<file path="config.mk">
export PLATFORM = sky130hd
export DESIGN_NAME = ysyx_25030093_mem_arbiter_flat
export DESIGN_NICKNAME = d
export VERILOG_FILES = /design/src/rtl/ysyx_25030093_pkg.sv /design/src/rtl/ysyx_25030093_mem_arbiter_if.sv /design/src/rtl/ysyx_25030093_arb_sel.sv /design/src/rtl/ysyx_25030093_mem_arbiter.sv /design/src/flat_wrapper.sv
export SDC_FILE = /design/constraint.sdc
export NUM_CORES = 1
export LEC_CHECK = 0
export ABC_AREA = 1
export ABC_CLOCK_PERIOD_IN_PS = 1800
export BUFFER_PORTS_ARGS = -buffer_cell sky130_fd_sc_hd__buf_2
export CAP_MARGIN = 20
export CORE_MARGIN = 5
export CORE_UTILIZATION = 41
export DETAILED_ROUTE_END_ITERATION = 16
export GPL_ROUTABILITY_DRIVEN = 0
export HOLD_SLACK_MARGIN = 0.1
export PLACE_DENSITY = 0.8
export SLEW_MARGIN = 10
export SYNTH_ARGS = -nofsm -noshare
export SYNTH_HDL_FRONTEND = slang
export SYNTH_SLANG_ARGS = --single-unit
</file>
<file path="constraint.sdc">
create_clock -name clk -period 1.8 [get_ports clk]
set_clock_uncertainty 0.15 [all_clocks]
set_input_delay 0.18 -clock clk [delete_from_list [all_inputs] [get_ports clk]]
set_output_delay 0.18 -clock clk [all_outputs]
set_load 0.03 [all_outputs]
</file>
<file path="src/rtl/ysyx_25030093_pkg.sv">
// Shared encodings for the IFU/LSU memory arbiter.
package ysyx_25030093_pkg;

  typedef enum logic [1:0] {
    ST_IDLE = 2'd0,
    ST_REQ  = 2'd1,
    ST_RESP = 2'd2
  } state_e;

  typedef enum logic {
    OWN_IFU = 1'b0,
    OWN_LSU = 1'b1
  } owner_e;

  localparam logic [1:0] SZ_B = 2'd0;
  localparam logic [1:0] SZ_H = 2'd1;
  localparam logic [1:0] SZ_W = 2'd2;

endpackage

</file>
<file path="src/rtl/ysyx_25030093_mem_arbiter_if.sv">
// Bundle of the IFU, LSU and memory-side signals around the arbiter.
// slave = arbiter view, master = environment (IFU/LSU/memory) view.
interface ysyx_25030093_mem_arbiter_if;

  logic        ifu_req_valid;
  logic        ifu_req_ready;
  logic [31:0] ifu_addr;
  logic        ifu_resp_valid;

  logic        lsu_req_valid;
  logic        lsu_req_ready;
  logic [31:0] lsu_addr;
  logic        lsu_wen;
  logic [1:0]  lsu_size;
  logic [31:0] lsu_wdata;
  logic        lsu_resp_valid;

  logic [31:0] resp_rdata;

  logic        mem_req_valid;
  logic        mem_req_ready;
  logic [31:0] mem_addr;
  logic        mem_wen;
  logic [1:0]  mem_size;
  logic [31:0] mem_wdata;
  logic        mem_resp_valid;
  logic [31:0] mem_rdata;

  modport slave (
    input  ifu_req_valid, ifu_addr,
    input  lsu_req_valid, lsu_addr, lsu_wen, lsu_size, lsu_wdata,
    input  mem_req_ready, mem_resp_valid, mem_rdata,
    output ifu_req_ready, ifu_resp_valid,
    output lsu_req_ready, lsu_resp_valid,
    output resp_rdata,
    output mem_req_valid, mem_addr, mem_wen, mem_size, mem_wdata
  );

  modport master (
    output ifu_req_valid, ifu_addr,
    output lsu_req_valid, lsu_addr, lsu_wen, lsu_size, lsu_wdata,
    output mem_req_ready, mem_resp_valid, mem_rdata,
    input  ifu_req_ready, ifu_resp_valid,
    input  lsu_req_ready, lsu_resp_valid,
    input  resp_rdata,
    input  mem_req_valid, mem_addr, mem_wen, mem_size, mem_wdata
  );

endinterface

</file>
<file path="src/rtl/ysyx_25030093_arb_sel.sv">
// Master selection: LSU-first priority with an anti-starvation counter
// that hands one contested arbitration to the IFU after STARVE_MAX
// consecutive contested LSU wins.
module ysyx_25030093_arb_sel #(
  parameter int STARVE_MAX = 4
) (
  input  logic clk,
  input  logic rst,
  input  logic i_idle,
  input  logic i_ifu_valid,
  input  logic i_lsu_valid,
  output logic o_sel_ifu,
  output logic o_sel_lsu
);

  localparam logic [2:0] LP_STARVE_MAX = 3'(STARVE_MAX);

  logic [2:0] r_starve_cnt;
  logic       w_starved;
  logic       w_contested;

  assign w_starved   = (r_starve_cnt == LP_STARVE_MAX);
  assign w_contested = i_ifu_valid & i_lsu_valid;
  assign o_sel_lsu   = i_lsu_valid & ~(i_ifu_valid & w_starved);
  assign o_sel_ifu   = i_ifu_valid & ~o_sel_lsu;

  // Track contested LSU wins; in IDLE a contested cycle always handshakes.
  always_ff @(posedge clk) begin
    if (rst) begin
      r_starve_cnt <= 3'd0;
    end else if (i_idle && w_contested) begin
      if (o_sel_lsu) begin
        if (!w_starved) r_starve_cnt <= r_starve_cnt + 3'd1;
      end else begin
        r_starve_cnt <= 3'd0;
      end
    end
  end

endmodule

</file>
<file path="src/rtl/ysyx_25030093_mem_arbiter.sv">
// Two-master (IFU/LSU) to single-memory arbiter, one outstanding access.
//
// state   | meaning
// --------+-------------------------------------------------------------
// IDLE    | ready offered to the selected master; handshake latches request
// REQ     | mem_req_valid held with stable fields until mem_req_ready
// RESP    | waiting for mem_resp_valid; owner's resp_valid pulses with it
module ysyx_25030093_mem_arbiter
  import ysyx_25030093_pkg::*;
#(
  parameter int STARVE_MAX = 4
) (
  input logic clk,
  input logic rst,
  ysyx_25030093_mem_arbiter_if.slave bus
);

  state_e      r_state;
  state_e      w_state_nxt;
  owner_e      r_owner;
  logic [31:0] r_addr;
  logic        r_wen;
  logic [1:0]  r_size;
  logic [31:0] r_wdata;

  logic w_idle;
  logic w_sel_ifu;
  logic w_sel_lsu;
  logic w_ifu_ready;
  logic w_lsu_ready;
  logic w_hs_ifu;
  logic w_hs_lsu;
  logic w_ifu_resp;
  logic w_lsu_resp;

  assign w_idle = (r_state == ST_IDLE);

  ysyx_25030093_arb_sel #(
    .STARVE_MAX (STARVE_MAX)
  ) u_arb_sel (
    .clk         (clk),
    .rst         (rst),
    .i_idle      (w_idle),
    .i_ifu_valid (bus.ifu_req_valid),
    .i_lsu_valid (bus.lsu_req_valid),
    .o_sel_ifu   (w_sel_ifu),
    .o_sel_lsu   (w_sel_lsu)
  );

  // Next state, ready/handshake and response pulses. Outputs are masked
  // while rst is high so an abandoned transaction never completes.
  always_comb begin
    w_state_nxt = r_state;
    w_ifu_ready = 1'b0;
    w_lsu_ready = 1'b0;
    w_hs_ifu    = 1'b0;
    w_hs_lsu    = 1'b0;
    w_ifu_resp  = 1'b0;
    w_lsu_resp  = 1'b0;
    case (r_state)
      ST_IDLE: begin
        w_ifu_ready = ~rst & w_sel_ifu;
        w_lsu_ready = ~rst & w_sel_lsu;
        w_hs_ifu    = w_ifu_ready & bus.ifu_req_valid;
        w_hs_lsu    = w_lsu_ready & bus.lsu_req_valid;
        if (w_hs_ifu || w_hs_lsu) w_state_nxt = ST_REQ;
      end
      ST_REQ: begin
        if (bus.mem_req_ready) w_state_nxt = ST_RESP;
      end
      ST_RESP: begin
        if (bus.mem_resp_valid) begin
          w_state_nxt = ST_IDLE;
          w_ifu_resp  = ~rst & (r_owner == OWN_IFU);
          w_lsu_resp  = ~rst & (r_owner == OWN_LSU);
        end
      end
      default: w_state_nxt = ST_IDLE;
    endcase
  end

  // State register plus owner/request capture on the IDLE handshake.
  always_ff @(posedge clk) begin
    if (rst) begin
      r_state <= ST_IDLE;
      r_owner <= OWN_IFU;
      r_addr  <= 32'd0;
      r_wen   <= 1'b0;
      r_size  <= 2'd0;
      r_wdata <= 32'd0;
    end else begin
      r_state <= w_state_nxt;
      if (w_hs_ifu) begin
        r_owner <= OWN_IFU;
        r_addr  <= bus.ifu_addr;
        r_wen   <= 1'b0;
        r_size  <= SZ_W;
        r_wdata <= 32'd0;
      end else if (w_hs_lsu) begin
        r_owner <= OWN_LSU;
        r_addr  <= bus.lsu_addr;
        r_wen   <= bus.lsu_wen;
        r_size  <= bus.lsu_size;
        r_wdata <= bus.lsu_wdata;
      end
    end
  end

  assign bus.ifu_req_ready  = w_ifu_ready;
  assign bus.lsu_req_ready  = w_lsu_ready;
  assign bus.ifu_resp_valid = w_ifu_resp;
  assign bus.lsu_resp_valid = w_lsu_resp;
  assign bus.resp_rdata     = bus.mem_rdata;
  assign bus.mem_req_valid  = (r_state == ST_REQ);
  assign bus.mem_addr       = r_addr;
  assign bus.mem_wen        = r_wen;
  assign bus.mem_size       = r_size;
  assign bus.mem_wdata      = r_wdata;

endmodule

</file>
<file path="src/flat_wrapper.sv">
// flat-port wrapper written by rule: the top's interface ports become plain ports
module ysyx_25030093_mem_arbiter_flat import ysyx_25030093_pkg::*;
#(
  parameter int STARVE_MAX = 4
)
  (clk, rst, bus_ifu_req_valid, bus_ifu_addr, bus_lsu_req_valid, bus_lsu_addr, bus_lsu_wen, bus_lsu_size, bus_lsu_wdata, bus_mem_req_ready, bus_mem_resp_valid, bus_mem_rdata, bus_ifu_req_ready, bus_ifu_resp_valid, bus_lsu_req_ready, bus_lsu_resp_valid, bus_resp_rdata, bus_mem_req_valid, bus_mem_addr, bus_mem_wen, bus_mem_size, bus_mem_wdata);
  ysyx_25030093_mem_arbiter_if bus_i ();
  input logic clk;
  input logic rst;
  input wire logic [$bits(bus_i.ifu_req_valid)-1:0] bus_ifu_req_valid;
  input wire logic [$bits(bus_i.ifu_addr)-1:0] bus_ifu_addr;
  input wire logic [$bits(bus_i.lsu_req_valid)-1:0] bus_lsu_req_valid;
  input wire logic [$bits(bus_i.lsu_addr)-1:0] bus_lsu_addr;
  input wire logic [$bits(bus_i.lsu_wen)-1:0] bus_lsu_wen;
  input wire logic [$bits(bus_i.lsu_size)-1:0] bus_lsu_size;
  input wire logic [$bits(bus_i.lsu_wdata)-1:0] bus_lsu_wdata;
  input wire logic [$bits(bus_i.mem_req_ready)-1:0] bus_mem_req_ready;
  input wire logic [$bits(bus_i.mem_resp_valid)-1:0] bus_mem_resp_valid;
  input wire logic [$bits(bus_i.mem_rdata)-1:0] bus_mem_rdata;
  output wire logic [$bits(bus_i.ifu_req_ready)-1:0] bus_ifu_req_ready;
  output wire logic [$bits(bus_i.ifu_resp_valid)-1:0] bus_ifu_resp_valid;
  output wire logic [$bits(bus_i.lsu_req_ready)-1:0] bus_lsu_req_ready;
  output wire logic [$bits(bus_i.lsu_resp_valid)-1:0] bus_lsu_resp_valid;
  output wire logic [$bits(bus_i.resp_rdata)-1:0] bus_resp_rdata;
  output wire logic [$bits(bus_i.mem_req_valid)-1:0] bus_mem_req_valid;
  output wire logic [$bits(bus_i.mem_addr)-1:0] bus_mem_addr;
  output wire logic [$bits(bus_i.mem_wen)-1:0] bus_mem_wen;
  output wire logic [$bits(bus_i.mem_size)-1:0] bus_mem_size;
  output wire logic [$bits(bus_i.mem_wdata)-1:0] bus_mem_wdata;
  assign bus_i.ifu_req_valid = bus_ifu_req_valid;
  assign bus_i.ifu_addr = bus_ifu_addr;
  assign bus_i.lsu_req_valid = bus_lsu_req_valid;
  assign bus_i.lsu_addr = bus_lsu_addr;
  assign bus_i.lsu_wen = bus_lsu_wen;
  assign bus_i.lsu_size = bus_lsu_size;
  assign bus_i.lsu_wdata = bus_lsu_wdata;
  assign bus_i.mem_req_ready = bus_mem_req_ready;
  assign bus_i.mem_resp_valid = bus_mem_resp_valid;
  assign bus_i.mem_rdata = bus_mem_rdata;
  assign bus_ifu_req_ready = bus_i.ifu_req_ready;
  assign bus_ifu_resp_valid = bus_i.ifu_resp_valid;
  assign bus_lsu_req_ready = bus_i.lsu_req_ready;
  assign bus_lsu_resp_valid = bus_i.lsu_resp_valid;
  assign bus_resp_rdata = bus_i.resp_rdata;
  assign bus_mem_req_valid = bus_i.mem_req_valid;
  assign bus_mem_addr = bus_i.mem_addr;
  assign bus_mem_wen = bus_i.mem_wen;
  assign bus_mem_size = bus_i.mem_size;
  assign bus_mem_wdata = bus_i.mem_wdata;
  ysyx_25030093_mem_arbiter #(.STARVE_MAX(STARVE_MAX)) u_core (.clk(clk), .rst(rst), .bus(bus_i));
endmodule
</file>
Yosys cells after proc, flatten, opt, wreduce, memory -nomap -nowiden
Index checks and enable logic that the tools add are counted.
- $add $sub $neg: 1
- eq/ne operators: 7
- muxes and demuxes: 18
- bitwise gates (word level): 14
- reductions and logical operators: 7
- operator list (operator ; number):
    2-to-1 mux 32 bit ; 2
    bitwise AND 1 bit ; 10
    2-to-1 mux 2 bit ; 5
    2-to-1 mux 1 bit ; 8
    2-to-1 mux 3 bit ; 2
    inequality test 2 bit, second input constant ; 3
    one-hot mux 2 bit (3 select lines) ; 1
    inverter 1 bit ; 4
    adder 3 x 1 -> 3 bit, second input constant ; 1
    == test 3 bit, second input constant ; 1
    AND reduction 3 bit ; 1
    == test 2 x 1 -> 1 bit, second input constant ; 1
    == test 2 bit, second input constant ; 1
    logical NOT 2 bit ; 1
    inequality test 2 x 1 -> 1 bit, second input constant ; 1
    AND reduction 2 bit ; 1
    nonzero test 2 bit ; 1
    OR reduction 2 bit ; 1
    logical AND 1 bit ; 1
    logical OR 1 bit ; 1
- flip-flop bits (word level): 73
- input port bits: 137
- word-level logic and storage cells: 55

Longest topological paths before layout
Gate-level depths: netlist of the first run.
- word-level depth: 11
- gate-level depth with buffers: 11
- gate-level depth less buffers: 10

By module
Synthesis of the first run repeated with hierarchy kept, for this count alone.
- cells, all modules: 524
- area, all modules: 3719.8 um^2
- by module, submodules not included (module ; instances ; cells each ; area each (um^2)):
    ysyx_25030093_mem_arbiter ; 1 ; 495 ; 3517.1
    ysyx_25030093_arb_sel ; 1 ; 29 ; 202.7

Least setup slack after synthesis of the first run
No wires, ideal clock.
- path type: register -> output
- start: reg u_core.r_state[0]
- end: out bus_ifu_resp_valid
- arrival time: 1.393 ns
- required time: 1.470 ns
- slack: 0.077 ns
- stages on the path, launching flop included: 4
- buffers on the path: 0
- cells stage by stage: dfxtp_1 inv_1 nand2_1 nor4_1
- longest elaborated chain between the ends: 2
- RTL lines (element ; line ; RTL):
    from (decl) ; ysyx_25030093_mem_arbiter.sv:18 ; state_e r_state;
    from (signal assigned) ; ysyx_25030093_mem_arbiter.sv:92 ; r_state <= w_state_nxt;
    == test 2 bit ; ysyx_25030093_mem_arbiter.sv:60 ; case (r_state)
    2-to-1 mux 1 bit ; ysyx_25030093_mem_arbiter.sv:60 ;
    to (decl) ; flat_wrapper.sv:21 ; output wire logic [$bits(bus_i.ifu_resp_valid)-1:0] bus_ifu_resp_valid;
No other way between the ends.

Worst setup path in the final report of the first run
- start: in bus_ifu_req_valid
- end: reg u_core.r_owner
- longest elaborated chain between the ends: 9
- elaborated cells on any way between the ends: 12
- those cells by class: mux: 2; bitwise: 9; reduce/logical: 1
- RTL lines (element ; line ; RTL):
    from (decl) ; flat_wrapper.sv:10 ; input wire logic [$bits(bus_i.ifu_req_valid)-1:0] bus_ifu_req_valid;
    bitwise AND 1 bit ; ysyx_25030093_arb_sel.sv:24 ; assign o_sel_lsu = i_lsu_valid & ~(i_ifu_valid & w_starved);
    inverter 1 bit ; ysyx_25030093_arb_sel.sv:24 ;
    bitwise AND 1 bit ; ysyx_25030093_arb_sel.sv:24 ;
    inverter 1 bit ; ysyx_25030093_arb_sel.sv:25 ; assign o_sel_ifu = i_ifu_valid & ~o_sel_lsu;
    bitwise AND 1 bit ; ysyx_25030093_arb_sel.sv:25 ;
    bitwise AND 1 bit ; ysyx_25030093_mem_arbiter.sv:62 ; w_ifu_ready = ~rst & w_sel_ifu;
    bitwise AND 1 bit ; ysyx_25030093_mem_arbiter.sv:64 ; w_hs_ifu = w_ifu_ready & bus.ifu_req_valid;
    2-to-1 mux 1 bit ; ysyx_25030093_mem_arbiter.sv:60 ;
    OR reduction 2 bit (no line) ; n/a ;
    to (signal assigned) ; ysyx_25030093_mem_arbiter.sv:86 ; r_owner <= OWN_IFU;
    to (signal assigned) ; ysyx_25030093_mem_arbiter.sv:94 ; r_owner <= OWN_IFU;
    to (signal assigned) ; ysyx_25030093_mem_arbiter.sv:100 ; r_owner <= OWN_LSU;
    to (decl) ; ysyx_25030093_mem_arbiter.sv:20 ; owner_e r_owner;
Several ways; a longest one is shown, not always the timed one.
A chain may end at the register's enable or synchronous reset.

==> results of run 1 <==
## cell families after synthesis
group | after synthesis | synth area share [%]
compound gates | 41 | 6.268
buf+inv | 105 | 16.37
fa+ha+maj | 2 | 0.7373
flops | 73 | 43.07
xor+xnor | 1 | 0.2582
simple gates | 256 | 33.30
## flip-flops by register name, summed over array words and instances (netlist names)
register                       cells
u_core.bus.mem_wen                 1
u_core.r_owner                     1
u_core.bus.mem_addr               32
u_core.r_state                     2
u_core.bus.mem_wdata              32
u_core.u_arb_sel.r_starve_cnt      3
u_core.bus.mem_size                2
## routing by layer
| layer | part of all wire [%] | GRT usage, % |
|---|---|---|
| met1 | 34 | 24.11 |
| met2 | 52 | 45.82 |
| met3 | 8.4 | 5.398 |
| met4 | 5.9 | 17.38 |
| met5 | 0 | 0 |
## final cells by class
cell class | count | area (µm²)
Tap cell | 105 | 131.4
Clock buffer | 9 | 123.9
Antenna cell | 1 | 2.502
Clock inverter | 7 | 95.09
Inverter | 45 | 176.4
Multi-Input combinational cell | 300 | 1414
Timing Repair inverter | 1 | 6.256
Sequential cell | 73 | 1464
Fill cell | 614 | 2618
Timing Repair Buffer | 295 | 2103
## power by group
group,leakage (µW),switching (µW),internal [µW]
Clock,0.000109,619,780
Sequential,0.000597,51.3,1710
Combinational,0.00216,560,436
## cells in the mapped netlist
| master | count | area share (%) |
|---|---|---|
| sky130_fd_sc_hd__a21oi_1 | 38 | 5.6 |
| sky130_fd_sc_hd__buf_1 | 6 | 0.66 |
| sky130_fd_sc_hd__buf_2 | 13 | 1.9 |
| sky130_fd_sc_hd__buf_4 | 32 | 7.1 |
| sky130_fd_sc_hd__buf_6 | 3 | 1.0 |
| sky130_fd_sc_hd__clkbuf_1 | 6 | 0.66 |
| sky130_fd_sc_hd__dfxtp_1 | 73 | 43 |
| sky130_fd_sc_hd__ha_1 | 2 | 0.74 |
| sky130_fd_sc_hd__inv_1 | 43 | 4.8 |
| sky130_fd_sc_hd__inv_2 | 1 | 0.11 |
| sky130_fd_sc_hd__inv_4 | 1 | 0.18 |
| sky130_fd_sc_hd__nand2_1 | 173 | 19 |
| sky130_fd_sc_hd__nand2_2 | 2 | 0.37 |
| sky130_fd_sc_hd__nand3_1 | 38 | 5.6 |
| sky130_fd_sc_hd__nand4_1 | 33 | 6.1 |
| sky130_fd_sc_hd__nand4_2 | 1 | 0.37 |
| sky130_fd_sc_hd__nor2_1 | 3 | 0.33 |
| sky130_fd_sc_hd__nor2_4 | 2 | 0.66 |
| sky130_fd_sc_hd__nor3_1 | 1 | 0.15 |
| sky130_fd_sc_hd__nor3b_1 | 1 | 0.22 |
| sky130_fd_sc_hd__nor4_1 | 2 | 0.37 |
| sky130_fd_sc_hd__o211ai_2 | 1 | 0.37 |
| sky130_fd_sc_hd__o21ai_0 | 2 | 0.29 |
| sky130_fd_sc_hd__xor2_1 | 1 | 0.26 |
## tightest hold or removal path: cells and delay by family
family,cells,cell delay [ns]
buffers and inverters,4,0.38
AND/OR/NAND/NOR,1,0.08
## worst max-delay path by stage
stage | startpoint | end
CTS | u_core.u_arb_sel.r_starve_cnt[0] | u_core.bus.mem_wdata[3]
finish | bus_ifu_req_valid | u_core.r_owner
global placement | u_core.u_arb_sel.r_starve_cnt[0] | bus_ifu_req_ready
global route | u_core.u_arb_sel.r_starve_cnt[0] | u_core.bus.mem_wdata[28]
floorplan | u_core.r_state[0] | bus_ifu_resp_valid
detailed placement | u_core.u_arb_sel.r_starve_cnt[0] | bus_ifu_req_ready
## repair_timing
action,4_1_cts,5_1_grt
cloned,1,0
hold buffers,103,0
hold endpoints to repair,70,0
endpoints found under the setup margin,2,40
resized for setup,12,12
pin swaps,2,2
buffers inserted,3,1
## through the flow
step / TNS (ns) / util, % / instance area, µm²
final: 0 / 67.82 / 5517
after global routing: -0.05231 / 67.79 / 5514
after CTS: 0 / 67.21 / 5466
after detailed placement: 0 / 51.01 / 4149
after global placement: 0 / 51.01 / 4149
after floorplan: 0 / - / 3393
==> impl_metrics.py, run 1 <==
metrics = {
    "clock_tree": {
        "cts-buffers-inserted": 9,
        "cts.sink_count": 73,
        "clock_path_buffers": 2,
        "cts_tree": "done",
        "cts.clk_slew.worst_paths_ns": 0.08,
        "h_tree_levels": 3,
        "cts.root.buffer_cell": "sky130_fd_sc_hd__clkbuf_8",
        "clock_latency_ns": 0.33,
    },
    "timing": {
        "finalMaxSlewViolations": 0,
        "hold_ws_ns": 0.2047,
        "layout_min_cycle_time_ns": 1.747,
        "final-hold-violation-count": 0,
        "setup_viol": 0,
        "setup_ws_ns": 0.05348,
        "post-route-period-util_pct": 97.03,
        "maxSlewHeadroom_pct": 76.08,
        "timing.fmax_mhz": 572.6,
        "rsz0062_at_grt": "true",
        "worst-slew-pin-transition_ns": 0.3589,
    },
    "critical_path": {
        "crit_top_cell": "sky130_fd_sc_hd__buf_4",
        "worstSetupEndpointType": "flop",
        "critical_path_class": "in2reg",
        "critical_path_depth": 10,
        "critPathLaunchType": "primary input",
        "cp_peak_stage_delay_ns": 0.54,
        "ff2ff_path_depth": 10,
        "reg2reg_slack_ns": 0.08,
        "crit_required_ns": 1.86,
        "crit_family": "buffers and inverters",
        "reg2reg_from": "u_core.u_arb_sel.r_starve_cnt[0]",
        "crit_path_cell_trace": "dlygate4sd3_1, buf_4, nand3_2, nand2_2, nand2_4, buf_4, buf_4, nand2_2, buf_12, a21oi_1",
        "path_max_fanout": 21,
        "worstReg2RegEnd": "u_core.r_owner",
        "worst_ep_arrival_time_ns": 1.81,
        "critical-path-slowest-cell": "sky130_fd_sc_hd__dlygate4sd3_1",
        "worst-path-buf-inv": 5,
    },
    "global_route": {
        "gr-total-overflow": 0,
        "maximum_number_of_pins_on_one_net_before_global_route_repair": 61,
        "gr-usage-all-layers_pct": 24.77,
        "vias_in_the_first_global_route": 4292,
        "grt_antenna_before_repair": 0,
        "grt_pass1_wl_mm": 19.89,
    },
    "routing": {
        "avgRoutedWirePerCell_um": 15.58,
        "drt_pre_antenna_iters": 5,
        "drcViolationCount": 0,
        "postRouteWirelength_mm": 13.02,
        "route.detailed.vias_per_inst": 4.998,
        "drtAntennaViolNets": 0,
        "first_iter_violations": 246,
        "num_vias": 4178,
    },
    "die": {
        "die_width_um": 101.0,
        "placementRows": 33,
        "die_h_um": 101.0,
        "floorplan.die_area_mm2": 0.01020,
        "starting_utilization_of_the_core_area_pct": 41.72,
        "boundary_pin_count": 241,
        "core_area_mm2": 0.008134,
    },
    "yosys": {
        "post_synth.cell_area_avg_um2": 7.099,
        "synth-warning-count": 0,
        "synth_seq_cells": 73,
        "netlist_area_mm2": 0.003393,
        "synth_cells": 478,
        "number_of_distinct_standard_cells_referenced_by_the_synthesized_netlist": 24,
        "synth_fp_nets": 617,
        "synth_seq_area_share_pct": 43.07,
    },
    "run_status": {
        "status": "finished, final reports clean",
    },
    "power": {
        "fin_total_pwr_uw": 4152,
        "leak_uw": 0.002861,
        "max_rail_drop_vdd_mv": 0.4676,
        "power-per-cell-area_mw_per_mm2": 752.6,
    },
    "min_path": {
        "hold_path_end": "u_core.bus.mem_addr[11]",
        "worstHoldPathType": "in2reg",
        "hold_start": "rst",
        "worstHoldPathCells": 5,
    },
    "placement": {
        "placement.setup.worst_slack_ns": 0.04957,
        "port_buffers": 176,
        "dpl.hpwl_mm": 7.532,
        "dp.cells": 711,
    },
    "layout": {
        "final_common_cell": "sky130_fd_sc_hd__buf_2",
        "most-common-layout-cells": "sky130_fd_sc_hd__buf_2 (172), sky130_fd_sc_hd__nand2_1 (171), sky130_fd_sc_hd__dlygate4sd3_1 (103), sky130_fd_sc_hd__dfxtp_1 (71), sky130_fd_sc_hd__inv_1 (43)",
        "syn2layout_area_growth_pct": 62.57,
        "layout.cells.non_filler": 836,
        "post_route_cells_drive_above_1_share_pct": 31.23,
        "final_nets": 864,
    },
    "run": {
        "drv_cap": 0,
    },
}
Power figures use the tool's default switching activity.
==> run 2: changes to the inputs <==
CORE_ASPECT_RATIO = 1.1   (was unset)
CORE_UTILIZATION = 40   (was 41)
CTS_CLUSTER_SIZE = 16   (was unset)
PLACE_DENSITY = 0.79   (was 0.8)
==> run 2 against run 1 <==
- critical path depth decreased by 4
- hold slack lost 0.018 ns
- register-to-register slack gained 0.03 ns
- power fell by 0.14%
- cell count increased by 0.72%
- largest power group unchanged
- count of clock-buffer cells in the layout rose by 1
- design area hardly changed
- critical endpoint is now bus_lsu_req_ready
- largest cell class unchanged
- wire length rose by 3.9%
- sequential cell count did not move
==> impl_metrics.py, run 2 (synthesized netlist as in run 1, its figures left out) <==
metrics = {
    "clock_tree": {
        "cts.root.buffer_cell": "sky130_fd_sc_hd__clkbuf_8",
        "h_tree_levels": 3,
        "cts.sink_count": 73,
        "clock_latency_ns": 0.33,
        "cts_tree": "done",
        "cts.clk_slew.worst_paths_ns": 0.06,
        "clock_path_buffers": 2,
        "cts-buffers-inserted": 9,
    },
    "layout": {
        "syn2layout_area_growth_pct": 62.61,
        "final_common_cell": "sky130_fd_sc_hd__buf_2",
        "post_route_cells_drive_above_1_share_pct": 31.33,
        "final_nets": 866,
        "layout.core_utilization_pct": 66.32,
        "most-common-layout-cells": "sky130_fd_sc_hd__buf_2 (173), sky130_fd_sc_hd__nand2_1 (172), sky130_fd_sc_hd__dlygate4sd3_1 (103), sky130_fd_sc_hd__dfxtp_1 (70), sky130_fd_sc_hd__inv_1 (42)",
        "fill_cells": 655,
        "seqCellArea_mm2": 0.001465,
        "layout.cells.non_filler": 842,
        "antenna_cells": 0,
        "final_design_area_no_fill_mm2": 0.005518,
        "multi_input_comb_area_mm2": 0.001406,
    },
    "routing": {
        "drt_pre_antenna_iters": 4,
        "avgRoutedWirePerCell_um": 16.08,
        "route.detailed.vias_per_inst": 5.030,
        "drcViolationCount": 0,
        "num_vias": 4235,
        "drtAntennaViolNets": 0,
        "postRouteWirelength_mm": 13.54,
        "first_iter_violations": 177,
    },
    "critical_path": {
        "crit_required_ns": 1.47,
        "worst-path-buf-inv": 3,
        "critical_path_class": "in2out",
        "cp_peak_stage_delay_ns": 0.53,
        "worst_ep_arrival_time_ns": 1.39,
        "worstSetupEndpointType": "output pin",
        "critical-path-slowest-cell": "sky130_fd_sc_hd__dlygate4sd3_1",
        "crit_family": "buffers and inverters",
        "crit_top_cell": "sky130_fd_sc_hd__nand3_2",
        "path_max_fanout": 5,
        "crit_path_cell_trace": "dlygate4sd3_1, clkbuf_4, nand3_2, nand3_2, nor2_4, buf_6",
        "critical_path_depth": 6,
        "ff2ff_path_depth": 9,
        "critPathLaunchType": "primary input",
    },
    "placement": {
        "dp.cells": 718,
        "port_buffers": 176,
        "dpl.hpwl_mm": 7.913,
        "detailed_place.area_mm2": 0.004164,
        "placement.setup.worst_slack_ns": 0.02106,
    },
    "global_route": {
        "grt_pass1_wl_mm": 20.89,
        "maximum_number_of_pins_on_one_net_before_global_route_repair": 65,
        "vias_in_the_first_global_route": 4349,
        "grt_antenna_before_repair": 0,
        "gr-usage-all-layers_pct": 25.28,
        "gr-total-overflow": 0,
    },
    "min_path": {
        "worstHoldPathCells": 5,
        "worstHoldPathType": "in2reg",
    },
    "die": {
        "core_area_mm2": 0.008320,
        "placementRows": 35,
        "boundary_pin_count": 241,
        "die_h_um": 106.6,
        "floorplan.die_area_mm2": 0.01043,
        "die_width_um": 97.82,
        "starting_utilization_of_the_core_area_pct": 40.78,
    },
    "timing": {
        "setup_ws_ns": 0.07641,
        "rsz0062_at_grt": "false",
        "maxSlewHeadroom_pct": 75.79,
        "finalMaxSlewViolations": 0,
        "post-route-period-util_pct": 95.75,
        "final-hold-violation-count": 0,
        "timing.fmax_mhz": 580.2,
        "totalNegativeSetupSlack_ns": 0,
        "setup_viol": 0,
        "worst-slew-pin-transition_ns": 0.3631,
        "layout_min_cycle_time_ns": 1.724,
    },
    "power": {
        "power-per-cell-area_mw_per_mm2": 751.4,
        "leak_uw": 0.002865,
        "max_rail_drop_vdd_mv": 0.4225,
    },
    "run": {
        "drv_cap": 0,
    },
    "run_status": {
        "status": "finished, final reports clean",
    },
}
==> run 2: cell count changes in the layout (fill, tap and decap cells not counted), sizes merged <==
cell / change
clkinv: -3
clkbuf: +2
buf: +1
clkinvlp: +1
diode: -1
==> run 2: worst register-to-register path, stage by stage (launching register included) <==
cell and delay, ns:
sky130_fd_sc_hd__dfxtp_2 0.34, sky130_fd_sc_hd__inv_1 0.06, sky130_fd_sc_hd__ha_2 0.17, sky130_fd_sc_hd__nand3_2 0.10
sky130_fd_sc_hd__nand2_2 0.11, sky130_fd_sc_hd__nand2_4 0.08, sky130_fd_sc_hd__buf_4 0.15, sky130_fd_sc_hd__nand2_2 0.05
sky130_fd_sc_hd__buf_4 0.26, sky130_fd_sc_hd__a21oi_1 0.11
==> run 2: repair_timing <==
item | CTS | global route
pin swaps | 3 | 4
buffers inserted | 3 | 2
hold buffers | 103 | 0
endpoints found under the hold margin | 70 | 0
gates resized for setup | 11 | 10
setup endpoints to repair | 2 | 29
gates cloned | 1 | 0
==> run 2: layout make-up <==
| type | instances | share of cell area, % |
|---|---|---|
| sequential | 73 | 26.55 |
| inverter | 45 | 3.197 |
| timing repair buffer | 297 | 38.19 |
| timing repair inverter | 1 | 0.1134 |
| tap | 111 | 2.517 |
| multi-input combinational | 300 | 25.49 |
| clock buffer | 10 | 2.494 |
| clock inverter | 5 | 1.451 |
==> run 2: through the flow <==
stage	total power, µW	hold slack [ns]
finish	4146	0.1866
global route	4326	0.2011
CTS	4148	0.1586
detailed placement	2562	0.2102
global placement	2540	0.2102
floorplan	2394	0.09907
==> run 2: where the power goes <==
part | total (µW) | leakage, µW | switching (µW) | internal [µW]
registers | 1760 | 0.000597 | 51.4 | 1710
logic | 999 | 0.00216 | 566 | 433
clock network | 1390 | 0.000104 | 581 | 808
total | 4150 | 0.00287 | 1200 | 2950
==> run 2: path summary, 6_finish.rpt <==
kind                                                       start                        to  slack, ns
worst min register to register          u_core.bus.mem_wdata[30]  u_core.bus.mem_wdata[30]       0.31
worst max register to register  u_core.u_arb_sel.r_starve_cnt[0]  u_core.bus.mem_wdata[31]       0.11
worst max-delay path                           bus_ifu_req_valid         bus_lsu_req_ready       0.08
worst min-delay path                                         rst    u_core.bus.mem_size[1]       0.19
==> run 2: per-layer routing <==
metal	routed length, µm	part of all wire, %	global-route usage [%]
met1	4420	33	22.56
met2	6880	51	45.49
met5	0	0	0
met3	1333	9.8	9.109
met4	902	6.7	20.57
